## config.mk

```make
export PLATFORM = sky130hd
export DESIGN_NAME = up_down_counter4
export DESIGN_NICKNAME = d
export VERILOG_FILES = /design/src/rtl/up_down_counter4.sv
export SDC_FILE = /design/constraint.sdc
export NUM_CORES = 1
export LEC_CHECK = 0
export CAP_MARGIN = 20
export CORE_AREA = 2 2 39 41
export DETAILED_ROUTE_END_ITERATION = 10
export DIE_AREA = 0 0 41 43
export HOLD_SLACK_MARGIN = 0.1
export SLEW_MARGIN = 20
export SYNTH_ARGS = -nofsm -noshare
export SYNTH_HDL_FRONTEND = slang
export SYNTH_SLANG_ARGS = --single-unit
```

## constraint.sdc

```tcl
create_clock -name clk -period 4.3 [get_ports clk]
set_clock_uncertainty 0.15 [all_clocks]
set_input_delay 0.43 -clock clk [delete_from_list [all_inputs] [get_ports clk]]
set_output_delay 0.43 -clock clk [all_outputs]
set_load 0.01 [all_outputs]
```

## src/rtl/up_down_counter4.sv

```systemverilog
// Free-running WIDTH-bit up/down counter with registered boundary flags,
// one-cycle wrap pulses and a registered copy of the last direction used.
module up_down_counter4 #(
  parameter int unsigned WIDTH = 4
) (
  input  logic             clk,
  input  logic             rst_n,
  input  logic             up,
  output logic [WIDTH-1:0] count,
  output logic             at_max,
  output logic             at_min,
  output logic             wrap_up,
  output logic             wrap_down,
  output logic             dir
);

  localparam logic [WIDTH-1:0] MAX_VAL  = {WIDTH{1'b1}};
  localparam logic [WIDTH-1:0] ZERO_VAL = {WIDTH{1'b0}};
  localparam logic [WIDTH-1:0] ONE_VAL  = {{(WIDTH-1){1'b0}}, 1'b1};

  logic [WIDTH-1:0] count_d,     count_q;
  logic             at_max_d,    at_max_q;
  logic             at_min_d,    at_min_q;
  logic             wrap_up_d,   wrap_up_q;
  logic             wrap_down_d, wrap_down_q;
  logic             dir_d,       dir_q;

  // Next-state: flags come from the next count so they stay aligned with it.
  always_comb begin
    count_d     = count_q;
    wrap_up_d   = 1'b0;
    wrap_down_d = 1'b0;
    dir_d       = up;
    if (up) begin
      count_d   = count_q + ONE_VAL;
      wrap_up_d = (count_q == MAX_VAL);
    end else begin
      count_d     = count_q - ONE_VAL;
      wrap_down_d = (count_q == ZERO_VAL);
    end
    at_max_d = (count_d == MAX_VAL);
    at_min_d = (count_d == ZERO_VAL);
  end

  // State registers with asynchronous reset to the idle-at-zero state.
  always_ff @(posedge clk or negedge rst_n) begin
    if (!rst_n) begin
      count_q     <= ZERO_VAL;
      at_max_q    <= 1'b0;
      at_min_q    <= 1'b1;
      wrap_up_q   <= 1'b0;
      wrap_down_q <= 1'b0;
      dir_q       <= 1'b1;
    end else begin
      count_q     <= count_d;
      at_max_q    <= at_max_d;
      at_min_q    <= at_min_d;
      wrap_up_q   <= wrap_up_d;
      wrap_down_q <= wrap_down_d;
      dir_q       <= dir_d;
    end
  end

  assign count     = count_q;
  assign at_max    = at_max_q;
  assign at_min    = at_min_q;
  assign wrap_up   = wrap_up_q;
  assign wrap_down = wrap_down_q;
  assign dir       = dir_q;

endmodule

```

* Yosys cells after proc, flatten, opt, wreduce, memory -nomap -nowiden
Cells that the tools add are included.
Storage, ports and cells: bits in registers 9, input bits 3, output and inout bits 9, logic and storage cells 15
Operators by class: $add $sub $neg 2, equal/unequal tests 2, multiplexer cells 3, reductions and logical operators 2
Operators with widths (number):
- $eq 4x4->1 const B | 2
- $logic_not 4->1 | 2
- $add 4x1->4 const B | 1
- $mux 4 | 1
- $sub 4x1->4 const B | 1
- $mux 1 | 2

* Logic depth before layout (Yosys ltp)
depth after elaboration 3, mapped depth 6, mapped depth without buffers 6

* Worst setup path before layout
No wires, ideal clock.
path type input -> register, start point in up, end point reg at_max_q (netlist: at_max), library setup time 0.086 ns, arrival time 1.291 ns, data required time 4.064 ns, slack 2.773 ns, stages 5, path buffers 0, cells stage by stage inv_1 fa_1 xor2_1 nand2_1 nor3_1
Between the ends: word-level cells in the longest chain between the ends 2
RTL lines:
- from (decl) | RTL line 8 | input logic up,
- $mux 4 | RTL line 34 | if (up) begin
- via count_d[2] | RTL line 21 | logic [WIDTH-1:0] count_d, count_q;
- $eq 4x4->1 | RTL line 41 | at_max_d = (count_d == MAX_VAL);
- via at_max_d | RTL line 22 | logic at_max_d, at_max_q;
- to (signal assigned) | RTL line 56 | at_max_q <= at_max_d;
- to (decl) | RTL line 22
The timed path passes the listed nets, and every way through them passes these cells.

* Final worst setup path
Ends and elaborated chain as after synthesis.

==> summary.md <==
| Metric | Value |
|---|---|
| Bufs on Longest Clock Path | `2` |
| Dpl ws | `2.04 ns` |
| Placed instance area | `between 500 and 600 µm²` |
| Number of top-level pins | `12` |
| Die Ht | `43 µm` |
| DR DRC count | `0` |
| Max-slew violation count | `0` |
| Final #Nets | `56` |
| P_sw | `about 0.00011 W` |
| HP Class | `input port to async pin` |
| Total CTS buffers | `3` |
| Horiz. Die Dim | `41 µm` |
| Syn avg cell area | `12.3 µm²` |
| PwrDens | `582 nW/µm²` |
| Reg power frac | `just under 40%` |
| Hold Fails Final Rpt | `0` |
| Worst-path clk slew | `around 0.06 ns` |
| Post-CTS setup buffer count | `0` |
| Initial antenna violation count | `0` |
| Initial core utilization | `28.4%` |
| Fillers | `about 160` |
| Required time worst endpoint | `about 4.3 ns` |
| Sw frac | `35.3%` |
| Initial DRC count | `1` |
| Row count | `14` |
| Resized cells post-CTS | `0` |
| Largest net degree at the start of global routing | `10` |
| Via count | `between 200 and 300` |
| Detailed Route WL | `around 700 µm` |
| Share of layout cells above drive strength 1 | `a little over a tenth` |
| Status | `complete, no violations` |
| Root Buffer | `clkbuf_4` |
| Worst-Margin Slew | `slightly below 0.4 ns` |
| Vias in the first global route | `slightly above 300` |
| R2R cell count | `4` |
| # setup viols final | `0` |
| Final hold slack | `around 0.30 ns` |
| Fin crit share | `45.8%` |
| Input/output buffers | `11` |
| Leakage power | `approximately 0.25 nW` |
| Worst-Skew Late Latency | `roughly 0.26 ns` |
| Total Routing Usage GR | `10.8%` |
| Post-route setup TNS | `0 ns` |
| Period minus WS final | `1.97 ns` |
| Max Cap Violations | `0` |
| Peak Freq | `a little over 500 MHz` |
| Pre-antenna DRT Iters | `4` |
| # diodes | `0` |
| TritonCTS clock tree | `yes` |
| Setup crit end kind | `register` |
| Warnings, synthesis | `0` |
| Gp weighted congestion | `0.688` |
| Per-cell routed wire length | `around 11 µm` |
| Mapped Nets | `40` |
| Total congestion overflow | `0` |
| Worst IR Drop VDD | `around 0.00017 V` |
| Worst setup margin | `roughly 2.3 ns` |
| # H-tree levels | `1` |
| Sequential area share after synthesis | `roughly 58%` |
| Die footprint | `roughly 1800 µm²` |
| Max-slew headroom | `about three quarters` |
| Clock power share | `between 20% and 30%` |
| Final instance area | `549 µm²` |
| Internal Power | `between 0.0002 and 0.00025 W` |
| Distinct cells, synth | `15` |
| RSZ-0062 raised after global routing | `no` |
| First-pass GRT wire length | `1260 µm` |
| Gate power share | `between 40 and 50%` |
| Sink Count | `9` |
| Crit path max fanout | `4` |
| CP Class | `input port to register` |
| Synth Cell Area | `393 µm²` |
| Flop and latch count out of synthesis | `9` |
| Worst EP arrival | `2.00 ns` |
| CORE AREA | `1380 µm²` |
| Detail Route Antenna Nets | `0` |
| Detailed Place HPWL | `535 µm` |
| Cts hold-fix bufs | `0` |
| CP Launch Type | `input port` |
| Layout area overhead | `39.8%` |
| Syn Inst Count | `32` |
| Total power | `about 0.00032 W` |
| Via density | `about 4.7` |
==> stage by stage <==
step                      std cells  utilization [%]
after floorplan                  32                -
after global placement           59             37.8
after detailed placement         59             37.8
after CTS                        63             39.7
after global routing             63             39.7
final                            63             39.7
==> cells in the final DEF, fill, tap and decap left out <==
cell / instances
a21oi_1: 2
and3_1: 1
clkbuf_1: 1
clkbuf_4: 3
clkdlybuf4s50_1: 11
dfrtp_1: 7
dfstp_2: 2
fa_1: 1
ha_1: 4
inv_1: 3
nand2_1: 1
nand3_1: 1
nand4_1: 1
nor2_1: 4
nor3_1: 1
o21a_1: 1
or4_1: 1
xor2_1: 2
==> layer usage <==
metal,vias up,part of all wire (%),track usage (%)
li1,137,-,-
met1,144,41,12.3
met2,13,45,15.9
met3,3,10,3.14
met4,0,3.2,8.00
met5,-,0,0
==> cells in the mapped netlist <==
| cell | instances | share of area [%] |
|---|---|---|
| fa_1 | 1 | 5.1 |
| dfrtp_1 | 7 | 45 |
| a21oi_1 | 2 | 2.5 |
| nor3_1 | 1 | 1.3 |
| inv_1 | 3 | 2.9 |
| nand2_1 | 1 | 0.95 |
| o21a_1 | 1 | 1.9 |
| nand4_1 | 1 | 1.6 |
| or4_1 | 1 | 1.9 |
| xor2_1 | 2 | 4.5 |
| nor2_1 | 4 | 3.8 |
| dfstp_2 | 2 | 13 |
| nand3_1 | 1 | 1.3 |
| ha_1 | 4 | 13 |
| and3_1 | 1 | 1.6 |
==> cell families after synthesis <==
family | after synthesis | synth area share (%)
adder cells (fa/ha/maj) | 5 | 17.8
AND/OR/NAND/NOR | 10 | 12.4
buffers and inverters | 3 | 2.87
AO/OA/AOI/OAI | 3 | 4.46
XOR/XNOR | 2 | 4.46
flip-flops | 9 | 58.0
==> critical path, stage by stage <==
cell and delay, ns:
clkdlybuf4s50_1 0.53, inv_1 0.12, fa_1 0.44, xor2_1 0.24, nand2_1 0.09, nor3_1 0.14
==> area by class of cell <==
type                       instances  area, µm²  share of cell area, %
inverter                           3       11.3                   2.05
timing repair buffer              11        110                   20.0
sequential                         9        228                   41.5
clock buffer                       4       26.3                   4.78
multi-input combinational         20        154                   28.0
tap                               16       20.0                   3.64
==> sequential cells by signal (all words and copies together) (netlist names) <==
register   flops
at_max         1
at_min         1
count          4
dir            1
wrap_down      1
wrap_up        1
==> power by group through the flow <==
stage                     Sequential [W]  Combinational (W)  Clock (W)
after floorplan                 0.000132          0.0000649          0
after global placement          0.000126           0.000127          0
after detailed placement        0.000126           0.000130          0
after CTS                       0.000125           0.000131  0.0000678
after global routing            0.000129           0.000145  0.0000745
final                           0.000125           0.000129  0.0000658
==> worst paths after layout <==
| path | start | endpoint | slack, ns |
|---|---|---|---|
| max | up | at_max | 2.33 |
| min | rst_n | wrap_down | 0.30 |
| max reg2reg | count[0] | at_max | 2.70 |
| min reg2reg | count[3] | wrap_up | 0.42 |
| max in group asynchronous | rst_n | at_min | 3.39 |
| min in group clk | count[3] | wrap_up | 0.42 |
(Power assumes the default switching activity.)
